## src/rtl/id_ex_alu_issue.sv

```systemverilog
// ID/EX issue register for the EX-stage ALU: decodes the ID instruction into
// an ALU op code plus A/B operands and registers them with stall/flush control.
module id_ex_alu_issue #(
  parameter int unsigned RESET_PC_TAG = 0  // reserved, keep at 0
) (
  input  logic        clk,
  input  logic        rst_n,
  input  logic        id_valid,
  input  logic [31:0] id_instr,
  input  logic [31:0] id_rs_val,
  input  logic [31:0] id_rt_val,
  input  logic        stall,
  input  logic        flush,
  output logic        ex_valid,
  output logic [31:0] ex_A,
  output logic [31:0] ex_B,
  output logic [3:0]  ex_ALUctr,
  output logic [4:0]  ex_wreg_addr,
  output logic        ex_wreg_en,
  output logic        ex_mem_rd,
  output logic        ex_mem_wr,
  output logic [31:0] ex_store_data,
  output logic        ex_illegal
);

  localparam int unsigned XLEN  = 32;
  localparam int unsigned CTRW  = 4;
  localparam int unsigned REGW  = 5;
  localparam int unsigned OPW   = 6;
  localparam int unsigned IMMW  = 16;

  // ALU operation codes as understood by the EX-stage ALU
  localparam logic [CTRW-1:0] ALU_ADD  = 4'b0000;
  localparam logic [CTRW-1:0] ALU_SUB  = 4'b0001;
  localparam logic [CTRW-1:0] ALU_OR   = 4'b0010;
  localparam logic [CTRW-1:0] ALU_AND  = 4'b0011;
  localparam logic [CTRW-1:0] ALU_XOR  = 4'b0100;
  localparam logic [CTRW-1:0] ALU_NOR  = 4'b0101;
  localparam logic [CTRW-1:0] ALU_SLL  = 4'b0110;
  localparam logic [CTRW-1:0] ALU_SLLV = 4'b0111;
  localparam logic [CTRW-1:0] ALU_SRA  = 4'b1000;
  localparam logic [CTRW-1:0] ALU_SRAV = 4'b1001;
  localparam logic [CTRW-1:0] ALU_SRL  = 4'b1010;
  localparam logic [CTRW-1:0] ALU_SRLV = 4'b1011;
  localparam logic [CTRW-1:0] ALU_SLT  = 4'b1100;
  localparam logic [CTRW-1:0] ALU_SLTU = 4'b1101;

  // Major opcodes
  localparam logic [OPW-1:0] OP_RTYPE = 6'h00;
  localparam logic [OPW-1:0] OP_ADDI  = 6'h08;
  localparam logic [OPW-1:0] OP_ADDIU = 6'h09;
  localparam logic [OPW-1:0] OP_SLTI  = 6'h0A;
  localparam logic [OPW-1:0] OP_SLTIU = 6'h0B;
  localparam logic [OPW-1:0] OP_ANDI  = 6'h0C;
  localparam logic [OPW-1:0] OP_ORI   = 6'h0D;
  localparam logic [OPW-1:0] OP_XORI  = 6'h0E;
  localparam logic [OPW-1:0] OP_LUI   = 6'h0F;
  localparam logic [OPW-1:0] OP_LW    = 6'h23;
  localparam logic [OPW-1:0] OP_SW    = 6'h2B;

  // R-type function codes
  localparam logic [OPW-1:0] FN_SLL  = 6'h00;
  localparam logic [OPW-1:0] FN_SRL  = 6'h02;
  localparam logic [OPW-1:0] FN_SRA  = 6'h03;
  localparam logic [OPW-1:0] FN_SLLV = 6'h04;
  localparam logic [OPW-1:0] FN_SRLV = 6'h06;
  localparam logic [OPW-1:0] FN_SRAV = 6'h07;
  localparam logic [OPW-1:0] FN_ADD  = 6'h20;
  localparam logic [OPW-1:0] FN_ADDU = 6'h21;
  localparam logic [OPW-1:0] FN_SUB  = 6'h22;
  localparam logic [OPW-1:0] FN_SUBU = 6'h23;
  localparam logic [OPW-1:0] FN_AND  = 6'h24;
  localparam logic [OPW-1:0] FN_OR   = 6'h25;
  localparam logic [OPW-1:0] FN_XOR  = 6'h26;
  localparam logic [OPW-1:0] FN_NOR  = 6'h27;
  localparam logic [OPW-1:0] FN_SLT  = 6'h2A;
  localparam logic [OPW-1:0] FN_SLTU = 6'h2B;

  // Instruction fields
  logic [OPW-1:0]  w_op;
  logic [OPW-1:0]  w_funct;
  logic [REGW-1:0] w_rt;
  logic [REGW-1:0] w_rd;
  logic [REGW-1:0] w_shamt;
  logic [IMMW-1:0] w_imm;
  logic [XLEN-1:0] w_imm_sext;
  logic [XLEN-1:0] w_imm_zext;
  logic [XLEN-1:0] w_shamt_zext;
  logic [REGW-1:0] w_unused_rs_field;

  assign w_op              = id_instr[31:26];
  assign w_unused_rs_field = id_instr[25:21];  // rs value arrives already forwarded
  assign w_rt              = id_instr[20:16];
  assign w_rd              = id_instr[15:11];
  assign w_shamt           = id_instr[10:6];
  assign w_funct           = id_instr[5:0];
  assign w_imm             = id_instr[15:0];
  assign w_imm_sext        = {{(XLEN-IMMW){w_imm[IMMW-1]}}, w_imm};
  assign w_imm_zext        = {{(XLEN-IMMW){1'b0}}, w_imm};
  assign w_shamt_zext      = {{(XLEN-REGW){1'b0}}, w_shamt};

  // Decoded next-EX values
  logic [XLEN-1:0] w_a;
  logic [XLEN-1:0] w_b;
  logic [CTRW-1:0] w_ctr;
  logic [REGW-1:0] w_waddr;
  logic            w_writes;
  logic            w_mem_rd;
  logic            w_mem_wr;
  logic [XLEN-1:0] w_store_data;
  logic            w_illegal;
  logic            w_wreg_en;

  // Instruction decode: ALU op code, operand selection and side effects
  always_comb begin
    w_a          = id_rs_val;
    w_b          = id_rt_val;
    w_ctr        = ALU_ADD;
    w_waddr      = '0;
    w_writes     = 1'b0;
    w_mem_rd     = 1'b0;
    w_mem_wr     = 1'b0;
    w_store_data = '0;
    w_illegal    = 1'b0;

    case (w_op)
      OP_RTYPE: begin
        w_waddr  = w_rd;
        w_writes = 1'b1;
        case (w_funct)
          FN_ADD, FN_ADDU: w_ctr = ALU_ADD;
          FN_SUB, FN_SUBU: w_ctr = ALU_SUB;
          FN_AND:          w_ctr = ALU_AND;
          FN_OR:           w_ctr = ALU_OR;
          FN_XOR:          w_ctr = ALU_XOR;
          FN_NOR:          w_ctr = ALU_NOR;
          FN_SLT:          w_ctr = ALU_SLT;
          FN_SLTU:         w_ctr = ALU_SLTU;
          FN_SLLV:         w_ctr = ALU_SLLV;
          FN_SRLV:         w_ctr = ALU_SRLV;
          FN_SRAV:         w_ctr = ALU_SRAV;
          // Constant shifts: value to shift on A, amount on B
          FN_SLL: begin
            w_ctr = ALU_SLL;
            w_a   = id_rt_val;
            w_b   = w_shamt_zext;
          end
          FN_SRL: begin
            w_ctr = ALU_SRL;
            w_a   = id_rt_val;
            w_b   = w_shamt_zext;
          end
          FN_SRA: begin
            w_ctr = ALU_SRA;
            w_a   = id_rt_val;
            w_b   = w_shamt_zext;
          end
          default: w_illegal = 1'b1;
        endcase
      end
      OP_ADDI, OP_ADDIU: begin
        w_ctr    = ALU_ADD;
        w_b      = w_imm_sext;
        w_waddr  = w_rt;
        w_writes = 1'b1;
      end
      OP_SLTI: begin
        w_ctr    = ALU_SLT;
        w_b      = w_imm_sext;
        w_waddr  = w_rt;
        w_writes = 1'b1;
      end
      OP_SLTIU: begin
        w_ctr    = ALU_SLTU;
        w_b      = w_imm_sext;
        w_waddr  = w_rt;
        w_writes = 1'b1;
      end
      OP_ANDI: begin
        w_ctr    = ALU_AND;
        w_b      = w_imm_zext;
        w_waddr  = w_rt;
        w_writes = 1'b1;
      end
      OP_ORI: begin
        w_ctr    = ALU_OR;
        w_b      = w_imm_zext;
        w_waddr  = w_rt;
        w_writes = 1'b1;
      end
      OP_XORI: begin
        w_ctr    = ALU_XOR;
        w_b      = w_imm_zext;
        w_waddr  = w_rt;
        w_writes = 1'b1;
      end
      OP_LUI: begin
        w_ctr    = ALU_ADD;
        w_a      = {w_imm, {(XLEN-IMMW){1'b0}}};
        w_b      = '0;
        w_waddr  = w_rt;
        w_writes = 1'b1;
      end
      OP_LW: begin
        w_ctr    = ALU_ADD;
        w_b      = w_imm_sext;
        w_waddr  = w_rt;
        w_writes = 1'b1;
        w_mem_rd = 1'b1;
      end
      OP_SW: begin
        w_ctr        = ALU_ADD;
        w_b          = w_imm_sext;
        w_mem_wr     = 1'b1;
        w_store_data = id_rt_val;
      end
      default: w_illegal = 1'b1;
    endcase

    // Unsupported encodings issue as an inert add of 0+0 flagged illegal
    if (w_illegal) begin
      w_a          = '0;
      w_b          = '0;
      w_ctr        = ALU_ADD;
      w_waddr      = '0;
      w_writes     = 1'b0;
      w_mem_rd     = 1'b0;
      w_mem_wr     = 1'b0;
      w_store_data = '0;
    end
  end

  // Register-file write is suppressed for $0 but the address is kept
  assign w_wreg_en = w_writes && (w_waddr != '0);

  // ID/EX pipeline register
  logic            r_valid;
  logic [XLEN-1:0] r_a;
  logic [XLEN-1:0] r_b;
  logic [CTRW-1:0] r_ctr;
  logic [REGW-1:0] r_waddr;
  logic            r_wreg_en;
  logic            r_mem_rd;
  logic            r_mem_wr;
  logic [XLEN-1:0] r_store_data;
  logic            r_illegal;

  // Priority flush > stall > load; invalid ID slot loads a bubble
  always_ff @(posedge clk or negedge rst_n) begin
    if (!rst_n) begin
      r_valid      <= 1'b0;
      r_a          <= '0;
      r_b          <= '0;
      r_ctr        <= '0;
      r_waddr      <= '0;
      r_wreg_en    <= 1'b0;
      r_mem_rd     <= 1'b0;
      r_mem_wr     <= 1'b0;
      r_store_data <= '0;
      r_illegal    <= 1'(RESET_PC_TAG);
    end else if (flush || (!stall && !id_valid)) begin
      r_valid      <= 1'b0;
      r_a          <= '0;
      r_b          <= '0;
      r_ctr        <= '0;
      r_waddr      <= '0;
      r_wreg_en    <= 1'b0;
      r_mem_rd     <= 1'b0;
      r_mem_wr     <= 1'b0;
      r_store_data <= '0;
      r_illegal    <= 1'b0;
    end else if (!stall) begin
      r_valid      <= 1'b1;
      r_a          <= w_a;
      r_b          <= w_b;
      r_ctr        <= w_ctr;
      r_waddr      <= w_waddr;
      r_wreg_en    <= w_wreg_en;
      r_mem_rd     <= w_mem_rd;
      r_mem_wr     <= w_mem_wr;
      r_store_data <= w_store_data;
      r_illegal    <= w_illegal;
    end
  end

  assign ex_valid      = r_valid;
  assign ex_A          = r_a;
  assign ex_B          = r_b;
  assign ex_ALUctr     = r_ctr;
  assign ex_wreg_addr  = r_waddr;
  assign ex_wreg_en    = r_wreg_en;
  assign ex_mem_rd     = r_mem_rd;
  assign ex_mem_wr     = r_mem_wr;
  assign ex_store_data = r_store_data;
  assign ex_illegal    = r_illegal;

endmodule

```

## config.mk

```make
export PLATFORM = sky130hd
export DESIGN_NAME = id_ex_alu_issue
export DESIGN_NICKNAME = d
export VERILOG_FILES = /design/src/rtl/id_ex_alu_issue.sv
export SDC_FILE = /design/constraint.sdc
export NUM_CORES = 1
export LEC_CHECK = 0
export BUFFER_PORTS_ARGS = -buffer_cell sky130_fd_sc_hd__buf_2
export CORE_MARGIN = 2
export CORE_UTILIZATION = 43
export CTS_CLUSTER_DIAMETER = 100
export CTS_CLUSTER_SIZE = 25
export DETAILED_ROUTE_END_ITERATION = 8
export PLACE_DENSITY = 0.76
export SLEW_MARGIN = 20
export SYNTH_ARGS = -nofsm -noshare
export SYNTH_HDL_FRONTEND = slang
export SYNTH_SLANG_ARGS = --single-unit
export TNS_END_PERCENT = 50
```

## constraint.sdc

```tcl
create_clock -name clk -period 0.8 [get_ports clk]
set_input_delay 0.16 -clock clk [delete_from_list [all_inputs] [get_ports clk]]
set_output_delay 0.16 -clock clk [all_outputs]
set_load 0.01 [all_outputs]
```

# Yosys cells after proc, flatten, opt, wreduce, memory -nomap -nowiden
# Index checks and enable logic that the tools add are counted.
[word_totals] ff_bits=110 input_bits=101 out_inout_bits=110 wordCells=93
[op_classes] n_eq_ne=26 muxes=41 n_reduce_logical=16
[ops] operator="2-to-1 mux 32 bit" n=12
[ops] operator="case mux 32 bit (4 select lines)" n=1
[ops] operator="equality test 6 bit, second input constant" n=12
[ops] operator="case mux 32 bit (2 select lines)" n=1
[ops] operator="case mux 4 bit (13 select lines)" n=1
[ops] operator="equality test 6 x 4 -> 1 bit, second input constant" n=8
[ops] operator="case mux 4 bit (6 select lines)" n=1
[ops] operator="OR reduction 10 bit" n=2
[ops] operator="equality test 6 x 3 -> 1 bit, second input constant" n=3
[ops] operator="2-to-1 mux 1 bit" n=17
[ops] operator="OR reduction 16 bit" n=1
[ops] operator="2-to-1 mux 5 bit" n=3
[ops] operator="equality test 6 x 2 -> 1 bit, second input constant" n=2
[ops] operator="zero test 6 bit" n=2
[ops] operator="2-to-1 mux 4 bit" n=3
[ops] operator="case mux 5 bit (2 select lines)" n=1
[ops] operator="OR reduction 9 bit" n=1
[ops] operator="OR reduction 3 bit" n=2
[ops] operator="OR reduction 6 bit" n=1
[ops] operator="nonzero test 5 bit" n=1
[ops] operator="logical AND 1 bit" n=2
[ops] operator="zero test 1 bit" n=2
[ops] operator="!= test 2 x 1 -> 1 bit, second input constant" n=1
[ops] operator="case mux 1 bit (2 select lines)" n=1
[ops] operator="2 further kinds" n=2

# Logic depth before layout (Yosys ltp)
[logic_depth] ltp_word=9 depth_mapped=8 mapped_depth_nobuf=5

# Worst setup path before layout
# OpenSTA, ideal clock, no wires.
[synth_timing] path_type="input to register" start="in id_instr[26]" end="reg r_b[10], in the netlist ex_B[10]" setup_time_ps=126 t_arrival_ps=1977 t_required_ps=674 setup_slack_ps=-1303 stages=7 n_path_buf=2 path_cell_list="buf_6 > or4_4 > or2_4 > o31a_1 > and2_4 > buf_6 > a221o_1"
[synth_via] elab_chain_len=6 word_cells_on_any_way=19 cone_classes="eq/ne: 10; mux: 5; reduce/logical: 4"
[synth_lines] item="from (decl)" line="9" source="input logic [31:0] id_instr,"
[synth_lines] item="equality test 6 bit / equality test 6 x 4 -> 1 bit (equally long branches)" line="126" source="case (w_op)"
[synth_lines] item="OR reduction 6 bit (no line) (tied with other cells)"
[synth_lines] item="case mux 32 bit (4 select lines) / case mux 1 bit (2 select lines) (equally long branches)" line="126"
[synth_lines] item="2-to-1 mux 32 bit *" line="221" source="if (w_illegal) begin"
[synth_lines] item="2-to-1 mux 32 bit *" line="272" source="end else if (!stall) begin"
[synth_lines] item="2-to-1 mux 32 bit *" line="261" source="end else if (flush || (!stall && !id_valid)) begin"
[synth_lines] item="to (signal assigned)" line="275" source="r_b <= w_b;"
[synth_lines] item="to (decl)" line="239" source="logic [XLEN-1:0] r_b;"
# Mark *: on every way between the ends. The rest lies on a longest branch, timed or not. The select of a mux whose other input is x is not followed.
# A chain may end at the register's enable or synchronous reset.

# Final worst setup path
[layout_timing] start="in id_instr[31]" end="reg r_b[23], in the netlist ex_B[23]"
# The elaborated chain is that of the path after synthesis.

==> impl_metrics.csv <==
group,metric,value,unit
outcome,outcome,"finished with violations",
outcome,violations,"setup timing",
pwr,power_frac_clock,41.1,%
routing,num_vias,5549,
yosys,syn_nets,557,
yosys,synth_top_area_share,55.1,%
yosys,synth_edf_count,0,
yosys,synth-compound-area-share,29.7,%
floorplan,coreArea,11400,sq um
pwr,p_seq_share,45.8,%
min_path,hold_path.class,"in -> reg",
place,dpl.hpwl,13.0,mm
yosys,ys_ff_latch,110,
sta,tightest_slew,0.497,ns
yosys,synthTopCellsByCount,"dfrtp_1 (110), a22o_1 (59), nand2_1 (39)",
pwr,swShare,25.4,%
yosys,yosys_warnings,0,
yosys,synth.most_common_cell,"dfrtp_1",
grt,grt_use_total,29.8,%
yosys,syn_avg_cell_area,10.9,sq um
yosys,synthCells,456,
place,portBuffers,205,
yosys,synth_cell_types,44,
cts,ctsLongestPathBuffers,2,
grt,grt-ovfl-total,0,
floorplan,fp-row-count,39,
cells_and_area,drive_above_1_share,57.4,%
yosys,synth-xor-area-share,0.351,%
yosys,async_flop_share,100,%
sta,drv_slew,0,
setup_path,critPathKind,"in -> reg",
cts,clk_pin_slew_worst_paths,0.07,ns
routing,drt_first_iter_violations,523,
pwr,power.share.combinational,13.2,%
yosys,synth_area_leaders,"dfrtp_1 (55%), a22o_1 (10%), a221o_1 (6.6%)",
pwr,peakVddDrop,0.00145,V
grt,antenna_found_initial,0,
routing,wl_per_cell,23.3,microns
sta,period_share,216,%
cells_and_area,diodes,0,
yosys,yosys_most_used_dff,"dfrtp_1",
setup_path,crit_arrival,1.96,ns
cts,cts_root_buffer,"clkbuf_16",
cts,clock_latency,0.36,ns
setup_path,critPathMaxFanout,8,
cts,cts_buffers,9,
floorplan,fp.dieArea,12500,sq um
yosys,yosys.area_share.simple,10.7,%
cts,htreeDepth,3,
sta,skew,0,ns
sta,fmax,579,MHz
job,drv_cap,0,
sta,rsz0062_at_grt,"yes",
floorplan,ios,211,
yosys,netlist_area,4990,sq um
grt,grt_pass1_vias,5318,
pwr,p_leak,0.00420,uW
sta,setup_viol,219,
grt,grt_first_pass_wirelength,29.0,mm
routing,wirelength,20.8,mm
sta,fin_ws,-0.928,ns
routing,post_drt_via_cell_ratio,6.21,
sta,hold_slack,0.0624,ns
cts,clock_sink_count,110,
floorplan,start_util,43.9,%
cts,cts_tree,"yes",
setup_path,cp-start-kind,"primary input",
yosys,synth_top_family_by_area,"compound AO/OA/AOI/OAI gates",
routing,drtPass1Iterations,5,
pwr,p_per_area,1490,nW/um^2
pwr,switching_power,3120,uW
routing,drc,0,
floorplan,fp.dieH,112,microns
setup_path,required,1.03,ns
sta,layout_min_cycle_time,1.73,ns
cells_and_area,area_growth_syn_to_layout,65.1,%
yosys,muxShareOfSynthArea,0.201,%
floorplan,die_w,112,microns
yosys,synth_top_cell_by_area,"dfrtp_1",
place,place_congestion,0.870,
setup_path,endpoint_kind,"flip-flop",
sta,max-slew-margin-rel,66.7,%
routing,ant_nets,0,
yosys,yosysSeqAreaShare,55.1,%
cells_and_area,fin_nets,847,
pwr,intPower,9170,uW
grt,grt_max_degree,41,
yosys,synthAdderAreaFrac,0,%
sta,hold_violations,0,
sta,fin_tns_setup,-105.65,ns
==> routing by layer <==
metal	vias up	track usage [%]	wire length, microns
li1	2339	-	-
met1	2759	39.1	7750
met2	359	48.4	10200
met3	92	6.70	1790
met4	0	11.9	1080
met5	-	0	0
==> final cells by class <==
class | count | area [sq um]
Sequential cell | 110 | 2750
Inverter | 1 | 3.75
Fill cell | 751 | 3130
Clock buffer | 11 | 243
Clock inverter | 5 | 86.3
Multi-Input combinational cell | 305 | 2520
Tap cell | 143 | 179
Timing Repair Buffer | 319 | 2460
==> flip-flops by register name (all words and copies together), names as in the netlist <==
signal / count
ex_store_data: 32
ex_mem_wr: 1
ex_mem_rd: 1
ex_B: 32
ex_ALUctr: 4
ex_wreg_addr: 5
ex_A: 32
ex_wreg_en: 1
ex_valid: 1
ex_illegal: 1
==> power groups by stage <==
stage	registers (uW)	clock network, uW	logic, uW
after global routing	5630	5280	1720
after floorplan	5750	0	400
after CTS	5620	5040	1440
after detailed placement	5730	0	1330
final	5620	5050	1620
after global placement	5730	0	1290
==> worst max-delay path: stages <==
cell,delay [ns]
buf_6,0.09
or4_4,0.55
or2_4,0.30
o31ai_4,0.28
buf_6,0.18
a211oi_4,0.08
a221o_1,0.30
==> timing repair <==
action,in CTS,in global routing
hold endpoints to repair,110,0
buffers inserted,10,5
hold buffers,1,0
endpoints found under the setup margin,219,219
pin swaps,14,37
resized for setup,75,86
gates cloned,5,8
==> layout by cell type (no fill, tap or decap), types with 15 or more instances in the layout <==
cell / n
nand2_1: 38
a221o_1: 33
dfrtp_1: 110
clkbuf_16: 15
o21ai_2: 35
a22oi_2: 17
buf_6: 41
a21oi_2: 18
buf_2: 180
a22o_1: 59
buf_4: 71
==> cell families (layout without fill, tap and decap cells) <==
kind of cell	after synthesis	in the layout
buf+inv	42	336
mux	1	1
flops	110	110
simple gates	104	104
xor+xnor	2	2
compound gates	197	198
==> path summary, 6_finish.rpt <==
kind                               start        end  slack [ns]  depth (start not counted)
max                         id_instr[31]   ex_B[23]       -0.93                          7
min                        id_rs_val[26]   ex_A[26]        0.06                          3
max reg2reg                      ex_B[6]    ex_B[6]       -0.14                          2
min reg2reg                    ex_mem_wr  ex_mem_wr        0.48                          1
max in group asynchronous          rst_n   ex_A[15]        0.16                          3
min in group asynchronous          rst_n   ex_B[17]        0.18                          2
==> per-stage QoR <==
step,setup WS (ns),total power [uW],instance area [sq um],instances,util [%]
6_report,-0.928,12300,8240,894,72.5
5_1_grt,-0.965,12600,8240,894,72.5
4_1_cts,-0.847,12100,7690,883,67.6
3_5_place_dp,-1.27,7060,6860,851,60.4
3_3_place_gp,-1.22,7020,6860,851,60.4
2_1_floorplan,-1.21,6150,5020,456,-
Power figures use the tool's default switching activity.
